File: config.mk
export PLATFORM = sky130hd
export DESIGN_NAME = uart_rx_os_flat
export DESIGN_NICKNAME = d
export VERILOG_FILES = /design/src/rtl/uart_rx_os_if.sv /design/src/rtl/uart_rx_os.sv /design/src/flat_wrapper.sv
export SDC_FILE = /design/constraint.sdc
export NUM_CORES = 1
export LEC_CHECK = 0
export CAP_MARGIN = 20
export CORE_MARGIN = 1.5
export CORE_UTILIZATION = 30
export DETAILED_ROUTE_END_ITERATION = 6
export GPL_TIMING_DRIVEN = 0
export SYNTH_ARGS = -nofsm -noshare
export SYNTH_HDL_FRONTEND = slang
export SYNTH_SLANG_ARGS = --single-unit
File: constraint.sdc
create_clock -name baud_clk -period 2.23 [get_ports baud_clk]
set_input_delay 0.446 -clock baud_clk [delete_from_list [all_inputs] [get_ports baud_clk]]
set_output_delay 0.446 -clock baud_clk [all_outputs]
set_load 0.05 [all_outputs]
File: src/rtl/uart_rx_os_if.sv
// rtl/uart_rx_os_if.sv - receive-side holding register handshake bundle
//
// Carries one received word plus its error flags from the receive engine
// toward the consumer (bus-side FIFO or register block).
//   rx_data    : received data word, LSB first on the line
//   rx_valid   : rx_data / parity_err / frame_err valid, held until accepted
//   rx_ready   : consumer accepts when rx_valid && rx_ready
//   parity_err : parity mismatch for the word in rx_data
//   frame_err  : a stop bit was sampled low for the word in rx_data
// master = receive engine, slave = consumer.
interface uart_rx_os_if #(
   parameter int DATA_BITS = 8
);
   logic [DATA_BITS-1:0] rx_data;
   logic                 rx_valid;
   logic                 rx_ready;
   logic                 parity_err;
   logic                 frame_err;

   modport master (
      output rx_data,
      output rx_valid,
      output parity_err,
      output frame_err,
      input  rx_ready
   );

   modport slave (
      input  rx_data,
      input  rx_valid,
      input  parity_err,
      input  frame_err,
      output rx_ready
   );
endinterface

File: src/rtl/uart_rx_os.sv
// rtl/uart_rx_os.sv - oversampling UART receive engine with holding register
//
// Recovers asynchronous frames (start, DATA_BITS data LSB first, optional
// parity, STOP_BITS stop) from an OVERSAMPLE x baud clock with mid-bit
// sampling and false-start rejection.
// Optional feature macro: UART_RX_MAJORITY_EN - every bit decision is the
// 2-of-3 majority of the synchronized input over the decision cycle and the
// two cycles before it. Without it the single synchronized value is used.
// Ports:
//   baud_clk    : OVERSAMPLE x baud clock, rising edge
//   reset       : synchronous active-high reset
//   data_rx     : asynchronous serial input, idle high
//   rx_if       : holding register handshake (master side)
//   overrun_err : one-cycle pulse when a completed frame is dropped
//   active_flag : high from start detection until return to idle
module uart_rx_os #(
   parameter int DATA_BITS  = 8,
   parameter int PARITY_EN  = 1,
   parameter int PARITY_ODD = 0,
   parameter int STOP_BITS  = 1,
   parameter int OVERSAMPLE = 16
) (
   input  logic          baud_clk,
   input  logic          reset,
   input  logic          data_rx,
   uart_rx_os_if.master  rx_if,
   output logic          overrun_err,
   output logic          active_flag
);
   localparam int SCW = $clog2(OVERSAMPLE);
   localparam int BCW = 4;
   localparam logic [SCW-1:0] SCNT_MID  = SCW'(OVERSAMPLE/2 - 1);
   localparam logic [SCW-1:0] SCNT_LAST = SCW'(OVERSAMPLE - 1);

   typedef enum logic [2:0] {S_IDLE, S_START, S_DATA, S_PARITY, S_STOP} state_t;

   state_t               state_q, state_d;
   logic                 sync1_q, sync2_q;
   logic [SCW-1:0]       scnt_q, scnt_d;
   logic [BCW-1:0]       bcnt_q, bcnt_d;
   logic [DATA_BITS-1:0] shreg_q, shreg_d;
   logic                 ppar_q, ppar_d;
   logic                 pfrm_q, pfrm_d;
   logic [DATA_BITS-1:0] data_q, data_d;
   logic                 valid_q, valid_d;
   logic                 perr_q, perr_d;
   logic                 ferr_q, ferr_d;
   logic                 ovr_q, ovr_d;
   logic                 active_q, active_d;
   logic                 rxs;
   logic                 bit_s;
   logic                 done;
   logic                 done_ferr;

   assign rxs = sync2_q;

`ifdef UART_RX_MAJORITY_EN
   logic hist1_q, hist2_q;
   assign bit_s = (rxs & hist1_q) | (rxs & hist2_q) | (hist1_q & hist2_q);

   always_ff @(posedge baud_clk) begin
      if (reset) begin
         hist1_q <= 1'b1;
         hist2_q <= 1'b1;
      end else begin
         hist1_q <= rxs;
         hist2_q <= hist1_q;
      end
   end
`else
   assign bit_s = rxs;
`endif

   always_comb begin
      state_d   = state_q;
      scnt_d    = scnt_q + 1'b1;
      bcnt_d    = bcnt_q;
      shreg_d   = shreg_q;
      ppar_d    = ppar_q;
      pfrm_d    = pfrm_q;
      active_d  = active_q;
      done      = 1'b0;
      done_ferr = 1'b0;
      case (state_q)
         S_IDLE: begin
            scnt_d = '0;
            if (!rxs) begin
               state_d  = S_START;
               active_d = 1'b1;
            end
         end
         S_START: begin
            if (scnt_q == SCNT_MID) begin
               if (bit_s) begin
                  state_d  = S_IDLE;
                  active_d = 1'b0;
               end else begin
                  // Re-phase the counter so later samples land mid-bit.
                  state_d = S_DATA;
                  scnt_d  = '0;
                  bcnt_d  = '0;
                  ppar_d  = 1'b0;
                  pfrm_d  = 1'b0;
               end
            end
         end
         S_DATA: begin
            if (scnt_q == SCNT_LAST) begin
               shreg_d = {bit_s, shreg_q[DATA_BITS-1:1]};
               if (bcnt_q == BCW'(DATA_BITS - 1)) begin
                  bcnt_d  = '0;
                  state_d = (PARITY_EN != 0) ? S_PARITY : S_STOP;
               end else begin
                  bcnt_d = bcnt_q + 1'b1;
               end
            end
         end
         S_PARITY: begin
            if (scnt_q == SCNT_LAST) begin
               ppar_d  = ((^shreg_q) ^ bit_s) != PARITY_ODD[0];
               state_d = S_STOP;
            end
         end
         S_STOP: begin
            if (scnt_q == SCNT_LAST) begin
               if (!bit_s) begin
                  pfrm_d = 1'b1;
               end
               // Leave at mid stop bit so a following start edge is caught.
               if (bcnt_q == BCW'(STOP_BITS - 1)) begin
                  state_d   = S_IDLE;
                  active_d  = 1'b0;
                  done      = 1'b1;
                  done_ferr = pfrm_q | ~bit_s;
               end else begin
                  bcnt_d = bcnt_q + 1'b1;
               end
            end
         end
         default: begin
            state_d  = S_IDLE;
            active_d = 1'b0;
         end
      endcase
   end

   always_comb begin
      data_d  = data_q;
      valid_d = valid_q;
      perr_d  = perr_q;
      ferr_d  = ferr_q;
      ovr_d   = 1'b0;
      if (done) begin
         if (!valid_q || rx_if.rx_ready) begin
            data_d  = shreg_q;
            perr_d  = ppar_q;
            ferr_d  = done_ferr;
            valid_d = 1'b1;
         end else begin
            ovr_d = 1'b1;
         end
      end else if (valid_q && rx_if.rx_ready) begin
         valid_d = 1'b0;
      end
   end

   always_ff @(posedge baud_clk) begin
      if (reset) begin
         sync1_q  <= 1'b1;
         sync2_q  <= 1'b1;
         state_q  <= S_IDLE;
         scnt_q   <= '0;
         bcnt_q   <= '0;
         shreg_q  <= '0;
         ppar_q   <= 1'b0;
         pfrm_q   <= 1'b0;
         data_q   <= '0;
         valid_q  <= 1'b0;
         perr_q   <= 1'b0;
         ferr_q   <= 1'b0;
         ovr_q    <= 1'b0;
         active_q <= 1'b0;
      end else begin
         sync1_q  <= data_rx;
         sync2_q  <= sync1_q;
         state_q  <= state_d;
         scnt_q   <= scnt_d;
         bcnt_q   <= bcnt_d;
         shreg_q  <= shreg_d;
         ppar_q   <= ppar_d;
         pfrm_q   <= pfrm_d;
         data_q   <= data_d;
         valid_q  <= valid_d;
         perr_q   <= perr_d;
         ferr_q   <= ferr_d;
         ovr_q    <= ovr_d;
         active_q <= active_d;
      end
   end

   assign rx_if.rx_data    = data_q;
   assign rx_if.rx_valid   = valid_q;
   assign rx_if.parity_err = perr_q;
   assign rx_if.frame_err  = ferr_q;
   assign overrun_err      = ovr_q;
   assign active_flag      = active_q;
endmodule

File: src/flat_wrapper.sv
// flat-port wrapper written by rule: the top's interface ports become plain ports
module uart_rx_os_flat 
#(
   parameter int DATA_BITS  = 8,
   parameter int PARITY_EN  = 1,
   parameter int PARITY_ODD = 0,
   parameter int STOP_BITS  = 1,
   parameter int OVERSAMPLE = 16
)
  (baud_clk, reset, data_rx, overrun_err, active_flag, rx_if_rx_data, rx_if_rx_valid, rx_if_parity_err, rx_if_frame_err, rx_if_rx_ready);
  uart_rx_os_if #(.DATA_BITS(DATA_BITS)) rx_if_i ();
  input  logic baud_clk;
  input  logic reset;
  input  logic data_rx;
  output logic overrun_err;
  output logic active_flag;
  output wire logic [$bits(rx_if_i.rx_data)-1:0] rx_if_rx_data;
  output wire logic [$bits(rx_if_i.rx_valid)-1:0] rx_if_rx_valid;
  output wire logic [$bits(rx_if_i.parity_err)-1:0] rx_if_parity_err;
  output wire logic [$bits(rx_if_i.frame_err)-1:0] rx_if_frame_err;
  input wire logic [$bits(rx_if_i.rx_ready)-1:0] rx_if_rx_ready;
  assign rx_if_rx_data = rx_if_i.rx_data;
  assign rx_if_rx_valid = rx_if_i.rx_valid;
  assign rx_if_parity_err = rx_if_i.parity_err;
  assign rx_if_frame_err = rx_if_i.frame_err;
  assign rx_if_i.rx_ready = rx_if_rx_ready;
  uart_rx_os #(.DATA_BITS(DATA_BITS), .PARITY_EN(PARITY_EN), .PARITY_ODD(PARITY_ODD), .STOP_BITS(STOP_BITS), .OVERSAMPLE(OVERSAMPLE)) u_core (.baud_clk(baud_clk), .reset(reset), .data_rx(data_rx), .rx_if(rx_if_i), .overrun_err(overrun_err), .active_flag(active_flag));
endmodule
== After elaboration in Yosys (flattened, before gate mapping) ==
Index checks and enable logic that the tools add are counted.

* Register bits: 36
* Output and inout bits: 13
* Logic and storage cells: 101

* Add/subtract/negate cells: 2
* Equality and inequality tests: 19
* Multiplexer cells: 41
* Bitwise logic cells: 5
* Reduce and logical (&&, ||, !) cells: 20

{| class="wikitable"
|+ Operator list
! kind !! count
|-
| 4-bit 2-to-1 mux || 8
|-
| 3-bit 2-to-1 mux || 7
|-
| 1-bit 2-to-1 mux || 19
|-
| 3-bit case mux with 5 select lines || 1
|-
| 2-bit by 1-bit inequality test with 1-bit output (second input constant) || 7
|-
| 4-bit case mux with 3 select lines || 1
|-
| 6-bit AND reduction || 2
|-
| 2-bit inequality test (second input constant) || 5
|-
| 4-bit by 1-bit adder with 4-bit output (second input constant) || 2
|-
| 4-bit by 3-bit equality test with 1-bit output (second input constant) || 2
|-
| 4-bit case mux with 2 select lines || 1
|-
| 8-bit parity || 1
|-
| 7-bit AND reduction || 1
|-
| 3-bit by 2-bit equality test with 1-bit output (second input constant) || 2
|-
| 2-bit AND reduction || 3
|-
| 2-bit nonzero test || 3
|-
| 5-bit AND reduction || 1
|-
| 4-bit equality test (second input constant) || 1
|-
| 4-bit logical NOT || 1
|-
| 1-bit case mux with 2 select lines || 2
|-
| 1-bit case mux with 4 select lines || 1
|-
| 4-bit AND reduction || 1
|-
| 2-bit OR reduction || 2
|-
| 3-bit by 1-bit equality test with 1-bit output (second input constant) || 1
|-
| 10 further kinds || 12
|}

== Longest topological paths before layout ==
Gate-level depths: netlist (run 1).

* Depth after elaboration: 6
* Gate-level depth with buffers: 8
* Depth with buffers taken out: 7

== Least setup slack after synthesis (run 1) ==
No wires, ideal clock.

* Kind: register to register
* From: register u_core.bcnt_q[0]
* To: register u_core.ferr_q (netlist: u_core.rx_if.frame_err)
* Data arrival time: 1.555 ns
* Required time: 2.099 ns
* Setup slack: 0.544 ns
* Stages on the path, launching flop included: 9
* Path buffers: 1
* Period minus slack after synthesis: 1.686 ns
* Path through: dfxtp_1 > inv_1 > ha_1 > or3b_1 > nor2_2 > nand3_1 > buf_4 > nor3b_1 > nor3_1

* Cells in the longest elaborated chain, start to end: 5
* Elaborated cells on any way between the ends: 8

{| class="wikitable"
|+ Ends and longest elaborated chain
! element !! line !! RTL
|-
| from (decl) || uart_rx_os.sv:40 || <nowiki>logic [BCW-1:0] bcnt_q, bcnt_d;</nowiki>
|-
| from (signal assigned) || uart_rx_os.sv:188 || <nowiki>bcnt_q <= bcnt_d;</nowiki>
|-
| 4-bit logical NOT (*) || uart_rx_os.sv:130 || <nowiki>if (bcnt_q == BCW'(STOP_BITS - 1)) begin</nowiki>
|-
| 1-bit 2-to-1 mux || uart_rx_os.sv:130 ||
|-
| 1-bit 2-to-1 mux || uart_rx_os.sv:125 || <nowiki>if (scnt_q == SCNT_LAST) begin</nowiki>
|-
| 1-bit 2-to-1 mux || uart_rx_os.sv:84 || <nowiki>case (state_q)</nowiki>
|-
| 2-bit AND reduction (no source line) || - ||
|-
| to (signal assigned) || uart_rx_os.sv:195 || <nowiki>ferr_q <= ferr_d;</nowiki>
|-
| to (decl) || uart_rx_os.sv:47 || <nowiki>logic ferr_q, ferr_d;</nowiki>
|}

Mark *: on every way between the ends. The rest lies on a longest branch, timed or not.
A chain may end at the register's enable or synchronous reset.

== Worst setup path in the final report (run 1) ==
* From: register u_core.active_q (netlist: u_core.active_flag)
* To: output active_flag

{| class="wikitable"
|+ RTL lines
! element !! line !! RTL
|-
| from (decl) || uart_rx_os.sv:49 || <nowiki>logic active_q, active_d;</nowiki>
|-
| from (signal assigned) || uart_rx_os.sv:197 || <nowiki>active_q <= active_d;</nowiki>
|-
| to (decl) || flat_wrapper.sv:16 || <nowiki>output logic active_flag;</nowiki>
|}

No word-level cell between the ends.

==> results of run 1 <==
==> power groups by stage <==
| stage | clock [mW] | combinational (mW) | sequential [mW] |
|---|---|---|---|
| after floorplan | 0 | 0.0310 | 0.668 |
| after global routing | 0.531 | 0.0540 | 0.650 |
| final | 0.487 | 0.0483 | 0.650 |
| after global placement | 0 | 0.0499 | 0.665 |
| after CTS | 0.506 | 0.0491 | 0.650 |
| after detailed placement | 0 | 0.0489 | 0.665 |
==> final cells by class <==
cell class	instances	area [um2]
inverter	5	18.8
clock buffer	6	82.6
sequential	36	721
clock inverter	2	13.8
timing repair buffer	15	150
tap	72	90.1
fill	573	3440
buffer	12	60.1
multi-input combinational	130	893
==> logic make-up after synthesis <==
kind of cell | synth area share
flip-flops | 0.426
AO/OA/AOI/OAI | 0.108
multiplexers | 0.106
XOR/XNOR | 0.0702
AND/OR/NAND/NOR | 0.221
buffers and inverters | 0.0466
adder cells (fa/ha/maj) | 0.0222
==> worst max path at each step <==
stage,from,end,cells past startpoint
after floorplan,u_core.bcnt_q[0]$_SDFFE_PP0P_,u_core.rx_if.frame_err$_SDFFE_PP0P_,8
after global placement,u_core.bcnt_q[0]$_SDFFE_PP0P_,u_core.rx_if.frame_err$_SDFFE_PP0P_,8
after detailed placement,u_core.bcnt_q[0]$_SDFFE_PP0P_,u_core.rx_if.frame_err$_SDFFE_PP0P_,8
after CTS,u_core.active_flag$_SDFFE_PP0P_,active_flag,1
after global routing,u_core.bcnt_q[0]$_SDFFE_PP0P_,u_core.rx_if.frame_err$_SDFFE_PP0P_,8
final,u_core.active_flag$_SDFFE_PP0P_,active_flag,1
==> per-stage QoR <==
stage | total power, mW | hold slack [ns] | util
final | 1.19 | 0.411 | 0.371
after global routing | 1.24 | 0.423 | 0.371
after CTS | 1.20 | 0.412 | 0.371
after detailed placement | 0.714 | 0.394 | 0.353
after global placement | 0.715 | 0.392 | 0.353
after floorplan | 0.699 | 0.389 | -
==> placed cells by master, fill, tap and decap left out, types with 4 or more instances in the layout <==
cell / Yosys / routed
dfxtp_1: 36 / 36
nor2_1: 25 / 25
mux2i_1: 18 / 18
clkdlybuf4s50_1: 0 / 15
a21oi_1: 13 / 13
xnor2_1: 9 / 9
clkbuf_1: 7 / 7
nand2_1: 7 / 7
nor3_1: 6 / 6
clkbuf_8: 0 / 6
inv_1: 4 / 4
nand3_1: 4 / 4
==> sequential cells by signal, indices dropped and copies added (netlist names) <==
name,cells
u_core.sync1_q,1
u_core.rx_if.frame_err,1
u_core.ppar_q,1
u_core.rx_if.parity_err,1
u_core.overrun_err,1
u_core.bit_s,1
u_core.active_flag,1
u_core.rx_if.rx_valid,1
u_core.rx_if.rx_data,8
u_core.pfrm_q,1
u_core.bcnt_q,4
u_core.shreg_q,8
u_core.state_q,3
u_core.scnt_q,4
==> metal layers <==
layer | routed length [um] | vias to the layer above | share of wire | global-route usage
met2 | 1320 | 23 | 0.43 | 0.164
met5 | 0 | - | 0 | 0
met4 | 40 | 0 | 0.013 | 0.0429
met1 | 1610 | 590 | 0.52 | 0.154
li1 | - | 675 | - | -
met3 | 123 | 4 | 0.040 | 0.0267
==> metrics.csv, run 1 <==
metric;value;unit
worst reg2reg setup slack;0.31;ns
synth top area cells;dfxtp_1 (43%), mux2i_1 (11%), nor2_1 (5.5%);
CP required;1.78;ns
RePlAce Congestion;0.824;
gr ovfl total;0;
core area;0.00547;mm2
status;finished, final reports clean;
clock sink count;36;
Area Growth Syn to Fin;19.9;%
Data arrival, critical path;1.49;ns
worst vdd ir;0.000274;V
Slew @ Worst Pin;0.496;ns
die area;0.00610;mm2
top post-synthesis cells by count;dfxtp_1 (36), nor2_1 (25), mux2i_1 (18);
WP buf/inv;1;
Clock Skew;0.00538;ns
Syn Area/Cell;9.25;um2
final setup violation count;0;
worst hold-check path type;reg -> reg;
P_int;918;uW
first-pass GRT wire length;5.38;mm
vias;1292;
register share of total power;0.548;
depth of the CTS H-tree;2;
CTS tree;built;
cts hold-fix bufs;0;
Net Sw Power;268;uW
final worst setup slack;0.295;ns
Synth Warn #;0;
placed cell area;0.00193;mm2
Post-Syn Area;0.00169;mm2
EDFF count, synth;0;
CTS buffer count;5;
Slowest-stage cell, CP;clkdlybuf4s50_1;
vias per cell;4.65;
worst-case clock buffer depth;2;
Setup Buffers After CTS;0;
setup TNS;0;ns
reg-to-reg endpoint;u_core.rx_if.frame_err$_SDFFE_PP0P_;
Initial Util;0.309;
part of the Yosys area used for sequential elements;0.426;
DIE HEIGHT;78.1;um
layout net count;212;
Setup CP Type;reg -> out;
FF+latch count, synth;36;
Synth Net Count;190;
Critical Path Sink Type;output pin;
average wire per standard cell;11.1;um
Syn Inst Count;183;
pre-CTS WS;0.337;ns
share of layout cells above drive strength 1;0.0922;
final instance area;0.00203;mm2
Sw Share;0.226;
Slew Viols, Final;0;
largest net degree at the start of global routing;13;
Max Clk Rate;517;MHz
Final period util;0.868;
DRT Pass-1 Iters;4;
headroom to the max-slew limit;0.668;
Reg2Reg Depth;8;
CP Max Fanout;4;
hpwl dp;2.25;mm
all-layer global routing usage;0.110;
leakage;0.832;nW
top cell type's share of synthesized area;0.426;
Resize count post-CTS;0;
final hold vios;0;
crit-path cells;clkdlybuf4s50_1;
Final min period;1.93;ns
HP Start;u_core.sync1_q$_SDFF_PP1_;
clock transition at the registers of the reported paths;0.08;ns
Non-Filler Instances;278;
Die Wd;78.1;um
count leader, synth;dfxtp_1;
worst hold path depth;1;
Residual DRC;0;
Post-synth ARST share;0;
commonest register cell after synthesis;dfxtp_1;
initial antenna violation count;0;
RR Startpoint;u_core.bcnt_q[0]$_SDFFE_PP0P_;
Antenna Cells;0;
# IOs;17;
Clk Latency, worst-skew pair;0.28;ns
DRT iter0 DRCs;86;
WHS Endpoint;u_core.bit_s$_SDFF_PP1_;
Comb power frac;0.041;
max-cap viol count;0;
drt total wl;3.10;mm
Worst path top cell family by delay;buffers and inverters;
Synth cell types;45;
Critical Path Source Type;flip-flop;
clock power share;0.411;
pwr dens;584;mW/mm2
antenna-violating nets left;0;
leading area contributor after synthesis;dfxtp_1;
placed insts;270;
vias in the first global route;1190;
Rows;27;
crit-path max cell delay;0.82;ns
RSZ-0062 raised after global routing;no;
clk root buf;clkbuf_8;
IO Port Bufs;15;
Power figures use the tool's default switching activity.
==> run 2, diff against run 1 <==
--- a/config.mk
+++ b/config.mk
@@ -10,6 +10,7 @@
 export CORE_UTILIZATION = 30
 export DETAILED_ROUTE_END_ITERATION = 6
 export GPL_TIMING_DRIVEN = 0
+export SKIP_LAST_GASP = 1
 export SYNTH_ARGS = -nofsm -noshare
 export SYNTH_HDL_FRONTEND = slang
 export SYNTH_SLANG_ARGS = --single-unit
==> results of run 2 <==
Same layout as run 1: the final DEF is identical, and so are final timing and power.
==> run 3, diff against run 2 <==
--- a/config.mk
+++ b/config.mk
@@ -10,6 +10,7 @@
 export CORE_UTILIZATION = 30
 export DETAILED_ROUTE_END_ITERATION = 6
 export GPL_TIMING_DRIVEN = 0
+export PLACE_DENSITY = 0.45
 export SKIP_LAST_GASP = 1
 export SYNTH_ARGS = -nofsm -noshare
 export SYNTH_HDL_FRONTEND = slang
==> run 3 against run 2 <==
Against the previous run: critical path type is now reg -> reg; clock power increased by 17%; combinational power increased by 3%; total power up 7.2%; largest power group unchanged; critical endpoint is now u_core.rx_if.frame_err$_SDFFE_PP0P_.
==> metrics.csv, run 3 (synthesis results as in run 1) <==
metric;value;unit
status;finished, final reports clean;
vias in the first global route;1250;
Resize count post-CTS;0;
Setup CP Type;reg -> reg;
hpwl dp;2.47;mm
Initial Util;0.309;
Max Clk Rate;517;MHz
clock sink count;36;
DRT iter0 DRCs;46;
largest net degree at the start of global routing;12;
die area;0.00610;mm2
Register Area;721;um2
core area;0.00547;mm2
cts hold-fix bufs;0;
commonest non-fill, non-tap cell in the layout;dfxtp_1;
final setup violation count;0;
pre-CTS WS;0.299;ns
Slew @ Worst Pin;0.509;ns
drt total wl;3.60;mm
DRT Pass-1 Iters;4;
IO Port Bufs;15;
layout net count;212;
DIE HEIGHT;78.1;um
initial antenna violation count;0;
Area Growth Syn to Fin;20.5;%
# IOs;17;
crit-path max cell delay;0.40;ns
CTS buffer count;5;
Critical Path Sink Type;flip-flop;
WP buf/inv;2;
leakage;0.836;nW
Fill cells;567;
antenna-violating nets left;0;
Final period util;0.867;
clk root buf;clkbuf_8;
most frequent cells in the layout;dfxtp_1 (36), nor2_1 (25), mux2i_1 (18);
crit-path cells;inv_1, ha_1, or3b_1, nor2_2, nand3_1, buf_4, nor3b_1, nor3_1;
Final min period;1.93;ns
final worst setup slack;0.298;ns
average wire per standard cell;12.9;um
max-cap viol count;0;
Antenna Cells;0;
gr ovfl total;0;
Die Wd;78.1;um
vias;1341;
first-pass GRT wire length;6.07;mm
Slew Viols, Final;0;
share of layout cells above drive strength 1;0.0874;
setup TNS;0;ns
Clk Latency, worst-skew pair;0.29;ns
Clock Skew;0.00235;ns
total chip power;1.27;mW
final hold vios;0;
Worst path top cell family by delay;simple AND/OR/NAND/NOR gates;
multi-input logic area;893;um2
Residual DRC;0;
Slowest-stage cell, CP;or3b_1;
final hold slack;0.414;ns
Setup Buffers After CTS;0;
CP required;2.39;ns
worst-case clock buffer depth;2;
Critical Path Source Type;flip-flop;
Rows;27;
Data arrival, critical path;2.09;ns
all-layer global routing usage;0.127;
vias per cell;4.82;
CTS tree;built;
RSZ-0062 raised after global routing;no;
depth of the CTS H-tree;2;
RePlAce Congestion;0.781;
clock transition at the registers of the reported paths;0.07;ns
worst hold-check path type;reg -> reg;
CP Max Fanout;10;
pwr dens;623;mW/mm2
worst vdd ir;0.000205;V
headroom to the max-slew limit;0.661;
## run 3: cell count changes in the layout (fill, tap and decap cells not counted), sizes merged
cell and delta:
inv -1, bufinv +1
## run 3: per-layer routing
layer	global-route usage	vias up	routed length, um
li1	-	673	-
met1	0.169	633	1820
met2	0.190	28	1570
met3	0.0314	7	125
met4	0.0643	0	77
met5	0	-	0
## run 3: path summary, 6_finish.rpt
check | from | endpoint | slack (ns) | cells past startpoint
hold / removal | u_core.sync1_q$_SDFF_PP1_ | u_core.bit_s$_SDFF_PP1_ | 0.41 | 1
hold reg to reg | u_core.sync1_q$_SDFF_PP1_ | u_core.bit_s$_SDFF_PP1_ | 0.41 | 1
setup reg to reg | u_core.bcnt_q[0]$_SDFFE_PP0P_ | u_core.rx_if.frame_err$_SDFFE_PP0P_ | 0.30 | 8
setup / recovery | u_core.bcnt_q[0]$_SDFFE_PP0P_ | u_core.rx_if.frame_err$_SDFFE_PP0P_ | 0.30 | 8
## run 3: stage by stage
stage	std cells	instance area [um2]	utilization
5_1_grt	278	2040	0.373
3_3_place_gp	270	1930	0.353
4_1_cts	278	2040	0.373
3_5_place_dp	270	1930	0.353
6_report	278	2040	0.373
2_1_floorplan	183	1690	-
## run 3: layout make-up
type                            instances  share of cell area
Tap cell                               72              0.0441
Multi-Input combinational cell        130               0.438
Clock buffer                            6              0.0356
Timing Repair Buffer                   15              0.0736
Sequential cell                        36               0.353
Clock inverter                          2              0.0172
Buffer                                 12              0.0294
Inverter                                5             0.00920
## run 3: report_power, final
group          switching (mW)  internal [mW]  leakage, nW
Combinational          0.0312         0.0185        0.490
Sequential            0.00364          0.647        0.291
Clock                   0.239          0.332       0.0552
Total                   0.274          0.997        0.836
